### src/rtl/ascon_din_packer.sv
// Packs a byte stream (AD segment, then text segment) into 128-bit Ascon input
// blocks with 0x80 padding, and hands them to the core over a req/ack handshake.
module ascon_din_packer (
  input  logic         clk,
  input  logic         rstn,
  input  logic         s_valid,
  input  logic [7:0]   s_data,
  input  logic         s_type,
  input  logic         s_last,
  input  logic         s_empty,
  output logic         s_ready,
  output logic         start,
  output logic [127:0] Din,
  output logic         dinReq,
  input  logic         dinAck,
  output logic         last_block,
  output logic         sel_data,
  output logic         done
);

  localparam int unsigned NBYTES = 16;
  localparam int unsigned CNT_W  = 5;
  localparam int unsigned DIN_W  = 128;

  localparam logic [2:0] ST_IDLE  = 3'd0;
  localparam logic [2:0] ST_START = 3'd1;
  localparam logic [2:0] ST_FILL  = 3'd2;
  localparam logic [2:0] ST_PEND  = 3'd3;
  localparam logic [2:0] ST_GAP   = 3'd4;

  localparam logic PH_AD   = 1'b0;
  localparam logic PH_TEXT = 1'b1;

  localparam logic [DIN_W-1:0] PAD_BLOCK = {8'h80, 120'h0};

  logic [2:0]       state_q, state_d;
  logic [CNT_W-1:0] count_q, count_d;
  logic             phase_q, phase_d;
  logic             pad_pending_q, pad_pending_d;
  logic             pad_loaded_q, pad_loaded_d;
  logic [DIN_W-1:0] din_q, din_d;
  logic             last_q, last_d;
  logic             done_q, done_d;

  logic             accept;
  logic [CNT_W-1:0] count_inc;

  // Write byte b into byte lane idx (lane 0 is the most significant byte).
  function automatic logic [DIN_W-1:0] put_byte(logic [DIN_W-1:0] d,
                                                 logic [CNT_W-1:0] idx,
                                                 logic [7:0] b);
    logic [DIN_W-1:0] r;
    r = d;
    for (int i = 0; i < NBYTES; i++) begin
      if (CNT_W'(i) == idx) r[8*(NBYTES-1-i) +: 8] = b;
    end
    return r;
  endfunction

  // Place 0x80 at lane idx and clear every lane after it.
  function automatic logic [DIN_W-1:0] pad_from(logic [DIN_W-1:0] d,
                                                 logic [CNT_W-1:0] idx);
    logic [DIN_W-1:0] r;
    r = d;
    for (int i = 0; i < NBYTES; i++) begin
      if (CNT_W'(i) == idx)     r[8*(NBYTES-1-i) +: 8] = 8'h80;
      else if (CNT_W'(i) > idx) r[8*(NBYTES-1-i) +: 8] = 8'h00;
    end
    return r;
  endfunction

  assign s_ready    = (state_q == ST_FILL) && (s_type == phase_q);
  assign accept     = s_valid && s_ready;
  assign count_inc  = count_q + CNT_W'(1);
  assign start      = (state_q == ST_START);
  assign dinReq     = (state_q == ST_PEND);
  assign Din        = din_q;
  assign last_block = last_q;
  assign sel_data   = phase_q;
  assign done       = done_q;

  // State and datapath registers.
  always_ff @(posedge clk or negedge rstn) begin
    if (!rstn) begin
      state_q       <= ST_IDLE;
      count_q       <= '0;
      phase_q       <= PH_AD;
      pad_pending_q <= 1'b0;
      pad_loaded_q  <= 1'b0;
      din_q         <= '0;
      last_q        <= 1'b0;
      done_q        <= 1'b0;
    end else begin
      state_q       <= state_d;
      count_q       <= count_d;
      phase_q       <= phase_d;
      pad_pending_q <= pad_pending_d;
      pad_loaded_q  <= pad_loaded_d;
      din_q         <= din_d;
      last_q        <= last_d;
      done_q        <= done_d;
    end
  end

  // Next-state and block assembly.
  always_comb begin
    state_d       = state_q;
    count_d       = count_q;
    phase_d       = phase_q;
    pad_pending_d = pad_pending_q;
    pad_loaded_d  = pad_loaded_q;
    din_d         = din_q;
    last_d        = last_q;
    done_d        = 1'b0;

    case (state_q)
      ST_IDLE: begin
        if (s_valid && (s_type == PH_AD)) state_d = ST_START;
      end

      ST_START: begin
        state_d       = ST_FILL;
        phase_d       = PH_AD;
        count_d       = '0;
        last_d        = 1'b0;
        pad_pending_d = 1'b0;
        pad_loaded_d  = 1'b0;
      end

      ST_FILL: begin
        if (accept) begin
          if (s_empty) begin
            din_d   = pad_from(din_q, count_q);
            last_d  = 1'b1;
            state_d = ST_PEND;
          end else if (count_inc == CNT_W'(NBYTES)) begin
            // Full block; a final byte here needs a separate padding block.
            din_d         = put_byte(din_q, count_q, s_data);
            count_d       = count_inc;
            last_d        = 1'b0;
            pad_pending_d = s_last;
            state_d       = ST_PEND;
          end else if (s_last) begin
            din_d   = pad_from(put_byte(din_q, count_q, s_data), count_inc);
            count_d = count_inc;
            last_d  = 1'b1;
            state_d = ST_PEND;
          end else begin
            din_d   = put_byte(din_q, count_q, s_data);
            count_d = count_inc;
          end
        end
      end

      ST_PEND: begin
        if (dinAck) begin
          if (pad_pending_q) begin
            din_d         = PAD_BLOCK;
            last_d        = 1'b1;
            pad_pending_d = 1'b0;
            pad_loaded_d  = 1'b1;
            state_d       = ST_GAP;
          end else if (last_q && (phase_q == PH_AD)) begin
            din_d   = '0;
            count_d = '0;
            last_d  = 1'b0;
            phase_d = PH_TEXT;
            state_d = ST_GAP;
          end else if (last_q) begin
            din_d   = '0;
            count_d = '0;
            last_d  = 1'b0;
            done_d  = 1'b1;
            phase_d = PH_AD;
            state_d = ST_IDLE;
          end else begin
            din_d   = '0;
            count_d = '0;
            state_d = ST_GAP;
          end
        end
      end

      ST_GAP: begin
        if (pad_loaded_q) begin
          pad_loaded_d = 1'b0;
          state_d      = ST_PEND;
        end else begin
          count_d = '0;
          last_d  = 1'b0;
          state_d = ST_FILL;
        end
      end

      default: state_d = ST_IDLE;
    endcase
  end

endmodule
### config.mk
export PLATFORM = sky130hd
export DESIGN_NAME = ascon_din_packer
export DESIGN_NICKNAME = d
export VERILOG_FILES = /design/src/rtl/ascon_din_packer.sv
export SDC_FILE = /design/constraint.sdc
export NUM_CORES = 1
export LEC_CHECK = 0
export ABC_AREA = 1
export ABC_CLOCK_PERIOD_IN_PS = 2400
export BUFFER_PORTS_ARGS = -buffer_cell sky130_fd_sc_hd__buf_2
export CAP_MARGIN = 20
export CELL_PAD_IN_SITES_DETAIL_PLACEMENT = 0
export CELL_PAD_IN_SITES_GLOBAL_PLACEMENT = 1
export CORE_MARGIN = 2
export CORE_UTILIZATION = 41
export DETAILED_ROUTE_END_ITERATION = 10
export GPL_TIMING_DRIVEN = 0
export PLACE_DENSITY = 0.92
export SYNTH_ARGS = -nofsm -noshare
export SYNTH_HDL_FRONTEND = slang
export SYNTH_SLANG_ARGS = --single-unit
### constraint.sdc
create_clock -name clk -period 2.4 [get_ports clk]
set_input_delay 0.12 -clock clk [delete_from_list [all_inputs] [get_ports clk]]
set_output_delay 0.12 -clock clk [all_outputs]
set_load 0.005 [all_outputs]
After elaboration in Yosys (flattened, before gate mapping)
Index checks and enable logic that the tools add are counted.

Register bits after elaboration: 141. Input port bits: 15. Output and inout port bits: 134. Logic and storage cells: 285.

$add $sub $neg: 1. Magnitude comparators: 32. Equal/unequal tests: 62. Muxes and demuxes: 130. Bitwise logic cells: 2. Reduce and logical (&&, ||, !) cells: 35.

Operator list (number): $mux 128 (6); $mux 8 (80); $pmux 128 s2 (1); $eq 4x5->1 const A (16); $gt 4x5->1 const A (16); $reduce_and 4->1 (18); $ne 4x2->1 const B (16); $eq 3x5->1 const A (8); $gt 3x5->1 const A (8); $mux 3 (9); $mux 5 (5); $mux 1 (23); $eq 2x5->1 const A (4); $gt 1x5->1 const A (4); $gt 2x5->1 const A (4); $pmux 5 s4 (1); $pmux 3 s5 (1); $eq 1x5->1 const A (2); $logic_not 5->1 (2); $ne 2x2->1 const B (5); $reduce_and 5->1 (2); $eq 3x2->1 const B (2); $ne 2x1->1 const B (3); $reduce_and 6->1 (1); other kinds (18) (25).

Longest topological paths before layout
Gate-level depths: netlist of run 1.

Depth in word-level cells: 9. Depth in mapped cells: 15.

Least setup slack after synthesis of run 1
Ideal clock, no wire load.

Path type: reg2reg. Start point: register count_q[0]. End point: register din_q[40], in the netlist Din[40]. Library setup time: 0.116 ns. Data arrival time: 1.878 ns. Slack: 0.405 ns. Cell stages (with the launch flop): 14. Buffers on the path: 1. Clock period less this slack: 1.995 ns. Cells stage by stage: dfrtp_1 -> buf_2 -> inv_2 -> ha_1 -> inv_1 -> nand2_1 -> a21oi_1 -> inv_1 -> nand2_1 -> nand2_1 -> nand2_2 -> inv_2 -> nand2_1 -> nand2_1.

Cells in the longest elaborated chain, start to end: 9. Elaborated cells on any way between the ends: 17. Those cells by class: add/sub (1); order compare (2); eq/ne (4); mux (9); reduce/logical (1).

Ends and longest elaborated chain: start: declaration (line 37) `logic [CNT_W-1:0] count_q, count_d;`; start signal: assignment (line 95) `count_q <= count_d;`; $add 5x1->5 / $eq 4x5->1 (equally long branches) (line 74, 55, 66); $gt 4x5->1 / $mux 8 (equally long branches); $mux 8 (line 67) `else if (CNT_W'(i) > idx) r[8*(NBYTES-1-i) +: 8] = 8'h00;`; $mux 8 (line 66) `if (CNT_W'(i) == idx) r[8*(NBYTES-1-i) +: 8] = 8'h80;`; $mux 128 (line 143) `end else if (s_last) begin`; $mux 128 (line 136) `end else if (count_inc == CNT_W'(NBYTES)) begin`; $mux 128 (line 132) `if (s_empty) begin`; $mux 128 (line 131) `if (accept) begin`; $pmux 128 s2 (line 116) `case (state_q)`; end signal: assignment (line 99) `din_q <= din_d;`; end: declaration (line 41) `logic [DIN_W-1:0] din_q, din_d;`.

Parallel ways exist; a longest one is shown, timed or not. The select of a mux whose other input is x is not followed. A chain may end at the register's enable or synchronous reset.

Worst setup path in the final report of run 1
Start point: register count_q[0]. End point: register din_q[94], in the netlist Din[94].

Cells in the longest elaborated chain, start to end: 9. Elaborated cells on any way between the ends: 17. Those cells by class: add/sub (1); order compare (2); eq/ne (4); mux (9); reduce/logical (1).

Ends and longest elaborated chain (line): $add 5x1->5 / $eq 3x5->1 (equally long branches) (74, 55, 66); $gt 3x5->1 / $mux 8 (equally long branches); $mux 8 (67); $mux 8 (66); $mux 128 (143); $mux 128 (136); $mux 128 (132); $mux 128 (131); $pmux 128 s2 (116).

Parallel ways exist; a longest one is shown, timed or not. The select of a mux whose other input is x is not followed.

==> summary.txt, run 1 <==
STA
  • Final setup vio count: 0
  • Slew Viols, Final: 0
  • Worst relative slew slack: between 30% and 40%
  • Worst Max-Slew Pin Slew: around 1 ns
  • Hold slack: just over 0.02 ns
  • Final Hold Viols: 0
  • F_max: about 450 MHz
  • RSZ-0062 raised after global routing: false
  • Final period util: between 90% and 100%
  • Min cycle time layout: around 2.2 ns
  • Max Clock Skew: between 0.008 and 0.009 ns

Flow run
  • Maxcap violations: 0

Finish
  • Syn-to-layout area delta: 21.25%
  • Finished Cell Area: approximately 10000 um2
  • Antenna Diode Count: 0
  • Layout cells sized above 1: 21.97%
  • Nets: about 1.4k

Synthesis
  • FFs w/ async S/R, synth: 100.0%
  • Netlist Area Pre-Place: roughly 8400 um2
  • Share of the synthesized area in the top cell type: approximately two fifths
  • Seq/Total Area, Yosys: between 40% and 50%
  • YS warnings: 0
  • Yosys reg bits: approximately 140
  • Most frequent cell after synthesis: nand2_1
  • Synth Net Count: approximately 1.2k
  • Synth cell types: 48
  • Area leader, netlist: dfrtp_1
  • Most frequent cells after synthesis: nand2_1 (359), inv_1 (143), dfrtp_1 (141)
  • Synth top area cells: dfrtp_1 (42%), nand2_1 (16%), o21ai_0 (7.8%)
  • Mapped Avg Cell Area: between 7 and 8 um2
  • Post-synth EDFFs: 0
  • Post-Syn Instances: ~1.2k
  • Primary FF master, synth: dfrtp_1

Power
  • Leakage: around 5.7 nW
  • Switch Pwr: approximately 0.0048 W
  • Clock share of power: ~25%
  • Int Pwr: around 0.0057 W
  • Share of power burned in registers: 29.0%
  • Switching Share: between 40% and 50%
  • Power Density: roughly 1000 nW/um2
  • Maximum VDD drop: between 0.5 and 0.6 mV
  • Combinational share of power: a little under half

Worst setup path
  • Worst R2R Setup Slack: 0.16 ns
  • CP Data Arrival Time: roughly 2.6 ns
  • CP Data Required Time: around 2.7 ns
  • Reg2reg end: Din[94]$_DFFE_PN0P_
  • Critical Path Start Type: flop
  • Reg2Reg Launch Point: count_q[0]$_DFFE_PN0P_
  • Crit-path cells: buf_6, inv_4, ha_2, inv_2, nand3_1, nor2_1, nand2_1, nand2_1, nand2_1, nand2_2, inv_2, nand3_1, nand2_1
  • Cell repeated most along the worst path: nand2_1
  • CP max FO: 11
  • Crit-path slowest cell: dfrtp_1
  • Crit path kind: flop to flop
  • Slowest stage delay, CP: 0.43 ns
  • Critical Path End Type: flop
  • Worst r2r path cells: 13

Worst hold path
  • Hold wc startpoint: s_data[1]
  • End of the worst hold path: Din[105]$_DFFE_PN0P_
  • HP Class: primary input to flop
  • Hold Path Stages: 3

Drt
  • Vias after detailed routing: 8252
  • DRT Pass-1 Iters: 5
  • Post-DR vias/cell: roughly 5
  • Antenna viol nets, final: 0
  • WL/cell: about 17 um
  • Post-Route WL: approximately 27000 um
  • DRT iter0 DRCs: 581
  • Remaining DRCs: 0

Die
  • Die Height: 147.2 um
  • IO Count: approximately 150
  • Core area: about 20000 um2
  • Die ar.: ~22000 um2
  • Initial Util: between 40% and 50%
  • FP Rows: 52
  • Width of the die: roughly 150 um

Global route
  • GRT Total Usage: between 20% and 30%
  • Grt total ovfl: 0
  • Number of global-route vias before repair: 7776
  • Initial antenna violation count: 0
  • Largest net degree at the start of global routing: between 70 and 80
  • First-pass GRT wire length: 42900 um

Clock network
  • Worst-path clk slew: roughly 0.06 ns
  • CTS H-tree lvls: 4
  • Clock latency on the worst-skew pair: approximately 0.43 ns
  • CTS tree: built
  • CTS Buf Count: 17
  • Clock sink total: ~140
  • Maximum root-to-sink buffer count: 2
  • CTS root buf: clkbuf_16

Placed design
  • Post-detail-place hpwl: between 15000 and 20000 um
  • Post-DP Area: between 9000 and 10000 um2
  • GP Congestion: 0.9948
  • Port Buf Inserts: 146

Run status
  • Status: completed
==> per-layer routing <==
metal	GRT usage (%)	wire [um]	up-vias
met5	0	0	-
met4	8.894	614	0
met3	4.814	1727	38
met2	40.05	12470	268
met1	35.10	12340	3863
li1	-	-	4083
==> registers in the layout, indices dropped and copies added, names as in the netlist <==
signal and cells:
Din 128, pad_loaded_q 1, count_q 5, done 1, pad_pending_q 1, last_block 1, state_q 3, sel_data 1
==> metrics by stage <==
| step | instances | utilization, % | total power [W] | setup WS [ns] | setup TNS, ns |
|---|---|---|---|---|---|
| 2_1_floorplan | 1167 | - | 0.006243 | 0.4053 | 0 |
| 3_3_place_gp | 1583 | 46.98 | 0.007728 | -0.8676 | -121.11 |
| 3_5_place_dp | 1584 | 47.15 | 0.007796 | -0.06349 | -0.7923 |
| 4_1_cts | 1618 | 50.13 | 0.01041 | 0.03509 | 0 |
| 5_1_grt | 1622 | 50.54 | 0.01123 | 0.02249 | 0 |
| 6_report | 1622 | 50.54 | 0.01049 | 0.1618 | 0 |
==> final cells by class <==
type	count	area, um2
inverter	161	615.6
clock buffer	17	425.4
clock inverter	15	138.9
timing repair buffer	153	827.0
sequential	141	3530
buffer	31	188.9
tap	270	337.8
multi-input combinational	834	4130
fill	2040	9976
==> critical path: cells and delay by family (launching register included) <==
family / cells / cell delay (ns)
buffers and inverters: 4 / 0.54
and+or+nand+nor: 8 / 0.81
DFF: 1 / 0.43
adders and majority gates: 1 / 0.33
==> placed cells by master, fill, tap and decap left out, types with 3 or more instances in the layout <==
master	Yosys	layout
o22a_1	5	5
clkinv_2	0	3
o21ai_1	29	29
nand2_2	21	22
ha_1	5	3
clkbuf_16	0	17
nor2_1	91	87
a21oi_1	39	38
nand2_1	359	358
nor2_2	14	17
clkinv_1	4	3
clkbuf_1	16	16
o211ai_1	7	7
clkinvlp_4	0	3
inv_1	143	142
nor3_1	5	5
nor2_4	11	12
a21oi_2	2	3
clkinv_4	0	5
o21ai_0	131	131
nand3_1	48	48
o31ai_1	4	4
nand2_4	6	6
a21boi_1	12	12
o21ai_2	8	8
inv_2	12	12
nand4_1	7	7
buf_4	2	5
buf_6	5	7
o2111ai_1	3	3
dfrtp_1	141	140
a21boi_0	7	7
inv_6	0	4
inv_4	2	3
buf_2	5	149
==> power by group through the flow <==
| stage | Sequential (W) | Combinational [W] | Clock [W] |
|---|---|---|---|
| final | 0.00304 | 0.00487 | 0.00257 |
| after floorplan | 0.00305 | 0.00320 | 0 |
| after CTS | 0.00304 | 0.00477 | 0.00260 |
| after global routing | 0.00309 | 0.00541 | 0.00274 |
| after global placement | 0.00307 | 0.00466 | 0 |
| after detailed placement | 0.00308 | 0.00472 | 0 |
==> logic make-up (layout without fill, tap and decap cells) <==
kind of cell	after synthesis	count (layout)	synth area share [%]
buffers and inverters	192	377	9.376
AOI/OAI and AO/OA	255	255	17.52
DFF	141	141	41.97
xor gates and xnor gates	1	1	0.1042
and+or+nand+nor	573	573	30.29
adders and majority gates	5	5	0.7442
==> how the worst max path moves through the flow <==
stage | from | to | slack (ns) | depth (start not counted)
floorplan | count_q[0]$_DFFE_PN0P_ | Din[40]$_DFFE_PN0P_ | 0.41 | 13
global placement | rstn | Din[52]$_DFFE_PN0P_ | -0.87 | 1
detailed placement | count_q[0]$_DFFE_PN0P_ | Din[42]$_DFFE_PN0P_ | -0.06 | 13
CTS | count_q[0]$_DFFE_PN0P_ | Din[79]$_DFFE_PN0P_ | 0.04 | 11
global route | count_q[0]$_DFFE_PN0P_ | Din[73]$_DFFE_PN0P_ | 0.02 | 11
finish | count_q[0]$_DFFE_PN0P_ | Din[94]$_DFFE_PN0P_ | 0.16 | 13
==> repair_timing <==
item | 4_1_cts | 5_1_grt
pin swaps | 0 | 1
buffers inserted | 0 | 4
hold buffers | 2 | 0
cloned | 0 | 0
resized for setup | 7 | 14
setup endpoints to repair | 33 | 91
hold endpoints to repair | 68 | 0
Power figures use the tool's default switching activity.
==> run 2, diff against run 1 <==
--- a/config.mk
+++ b/config.mk
@@ -15,6 +15,7 @@
 export CORE_UTILIZATION = 41
 export DETAILED_ROUTE_END_ITERATION = 10
 export GPL_TIMING_DRIVEN = 0
+export HOLD_SLACK_MARGIN = 0.06
 export PLACE_DENSITY = 0.92
 export SYNTH_ARGS = -nofsm -noshare
 export SYNTH_HDL_FRONTEND = slang
==> run 2 against run 1 <==
Effect of this change:
- clock skew fell by 0.00090 ns
- via count is 0.33% lower
- clock-buffer cell count unchanged
- worst setup slack improved by 0.0093 ns
- sequential power about the same
- flip-flop and latch count did not move
- power about the same
- hold slack improved by 0.054 ns
- non-clock buffer count rose by 2
- global-route usage hardly changed
- die area stayed put
- critical endpoint unchanged
- largest cell class unchanged
- largest power group unchanged
- highest routed layer unchanged
==> summary.txt, run 2 (synthesis gave the netlist of run 1 again) <==
Die
  • Die ar.: roughly 22000 um2
  • Width of the die: between 100 and 150 um
  • IO Count: 149
  • Die Height: around 150 um
  • Core area: between 20000 and 25000 um2
  • Initial Util: between 40% and 50%
  • FP Rows: 52

Drt
  • Vias after detailed routing: 8225
  • Post-Route WL: between 20000 and 30000 um
  • Remaining DRCs: 0
  • DRT Pass-1 Iters: 5
  • WL/cell: roughly 17 um
  • Post-DR vias/cell: 5.065
  • Antenna viol nets, final: 0
  • DRT iter0 DRCs: about 600

Finish
  • Commonest non-fill, non-tap cell in the layout: nand2_1
  • Nets: about 1.4k
  • # fillers: between 2k and 2.5k
  • Antenna Diode Count: 0
  • Largest register FFs: around 130
  • Syn-to-layout area delta: 21.49%
  • Core Util, Final: 50.64%
  • Layout cells sized above 1: 21.94%
  • Commonest non-fill, non-tap cells in the layout: nand2_1 (358), buf_2 (149), inv_1 (142), dfrtp_1 (140), o21ai_0 (131)

Worst setup path
  • CP max FO: 11
  • Worst R2R Setup Slack: roughly 0.17 ns
  • Reg2reg end: Din[94]$_DFFE_PN0P_
  • Reg2Reg Launch Point: count_q[0]$_DFFE_PN0P_
  • Worst r2r path cells: 13
  • Crit path kind: flop to flop
  • Critical Path End Type: flop
  • Critical Path Start Type: flop
  • CP Data Arrival Time: between 2 and 3 ns
  • CP Data Required Time: around 2.7 ns

Clock network
  • CTS root buf: clkbuf_16
  • Clock latency on the worst-skew pair: 0.43 ns
  • Clock sink total: between 100 and 150
  • CTS tree: built
  • Maximum root-to-sink buffer count: 2
  • CTS H-tree lvls: 4
  • Worst-path clk slew: 0.06 ns
  • CTS Buf Count: 17

Global route
  • Largest net degree at the start of global routing: between 70 and 80
  • Initial antenna violation count: 0
  • GRT Total Usage: approximately a quarter
  • Number of global-route vias before repair: approximately 8k
  • Grt total ovfl: 0
  • First-pass GRT wire length: 42950 um

STA
  • Final period util: between 90% and 100%
  • Worst Max-Slew Pin Slew: roughly 1 ns
  • Final Hold Viols: 0
  • Worst relative slew slack: approximately a third
  • Min cycle time layout: 2.229 ns
  • Final setup vio count: 0
  • Slew Viols, Final: 0
  • F_max: roughly 450 MHz
  • RSZ-0062 raised after global routing: false
  • Max Clock Skew: between 0.007 and 0.008 ns
  • Setup ws final: approximately 0.17 ns
  • Hold slack: ~0.075 ns

Placed design
  • Post-detail-place hpwl: about 20000 um
  • Placement Setup Slack: -0.06349 ns
  • Port Buf Inserts: ~150
  • GP Congestion: between 0.9 and 1

Run status
  • Status: completed

Flow run
  • Maxcap violations: 0

Worst hold path
  • Hold Path Stages: 3
  • End of the worst hold path: Din[106]$_DFFE_PN0P_
  • Hold wc startpoint: s_data[2]
  • HP Class: primary input to flop

Power
  • Leakage: around 5.7 nW
  • Maximum VDD drop: approximately 0.51 mV
  • Power Density: between 1000 and 1500 nW/um2
run 2: what timing repair did:
| item | 4_1_cts | 5_1_grt |
|---|---|---|
| endpoints found under the hold margin | 71 | 0 |
| resized for setup | 7 | 14 |
| gates cloned | 0 | 0 |
| pin swaps | 0 | 1 |
| hold buffers | 4 | 0 |
| endpoints found under the setup margin | 33 | 91 |
| buffers inserted | 0 | 4 |
run 2: worst max-delay path by stage:
stage / startpoint / endpoint
floorplan: count_q[0]$_DFFE_PN0P_ / Din[40]$_DFFE_PN0P_
global placement: rstn / Din[52]$_DFFE_PN0P_
CTS: count_q[0]$_DFFE_PN0P_ / Din[79]$_DFFE_PN0P_
finish: count_q[0]$_DFFE_PN0P_ / Din[94]$_DFFE_PN0P_
detailed placement: count_q[0]$_DFFE_PN0P_ / Din[42]$_DFFE_PN0P_
global route: count_q[0]$_DFFE_PN0P_ / Din[73]$_DFFE_PN0P_
run 2: area by class of cell:
cell class / count / area, um2 / area share (%)
Buffer: 31 / 188.9 / 1.850
Clock buffer: 17 / 425.4 / 4.165
Clock inverter: 15 / 138.9 / 1.360
Inverter: 161 / 615.6 / 6.027
Multi-Input combinational cell: 834 / 4130 / 40.44
Sequential cell: 141 / 3530 / 34.56
Tap cell: 270 / 337.8 / 3.308
Timing Repair Buffer: 155 / 847.1 / 8.294
run 2: per-layer routing:
| metal | global-route usage (%) | share of wire, % |
|---|---|---|
| met3 | 4.814 | 6.2 |
| met1 | 35.12 | 46 |
| met5 | 0 | 0 |
| met4 | 8.894 | 2.0 |
| met2 | 40.12 | 46 |
run 2: through the flow:
stage	instance area, um2	total power, W	cells	setup TNS [ns]
floorplan	8407	0.006243	1167	0
global placement	9475	0.007728	1583	-121.11
detailed placement	9509	0.007796	1584	-0.7923
CTS	10130	0.01041	1620	0
global route	10210	0.01123	1624	0
finish	10210	0.01049	1624	0
run 2: worst max-delay path: stages, from the launching register on:
cell	delay, ns
dfrtp_1	0.43
buf_6	0.17
inv_4	0.14
ha_2	0.33
inv_2	0.16
nand3_1	0.18
nor2_1	0.19
nand2_1	0.07
nand2_1	0.10
nand2_1	0.06
nand2_2	0.10
inv_2	0.07
nand3_1	0.06
nand2_1	0.05
run 2: power by group:
group | leakage (nW) | internal (W) | switching (W) | total [W]
combinational | 3.50 | 0.00150 | 0.00338 | 0.00488
clock | 0.274 | 0.00144 | 0.00114 | 0.00257
sequential | 1.92 | 0.00275 | 0.000293 | 0.00304
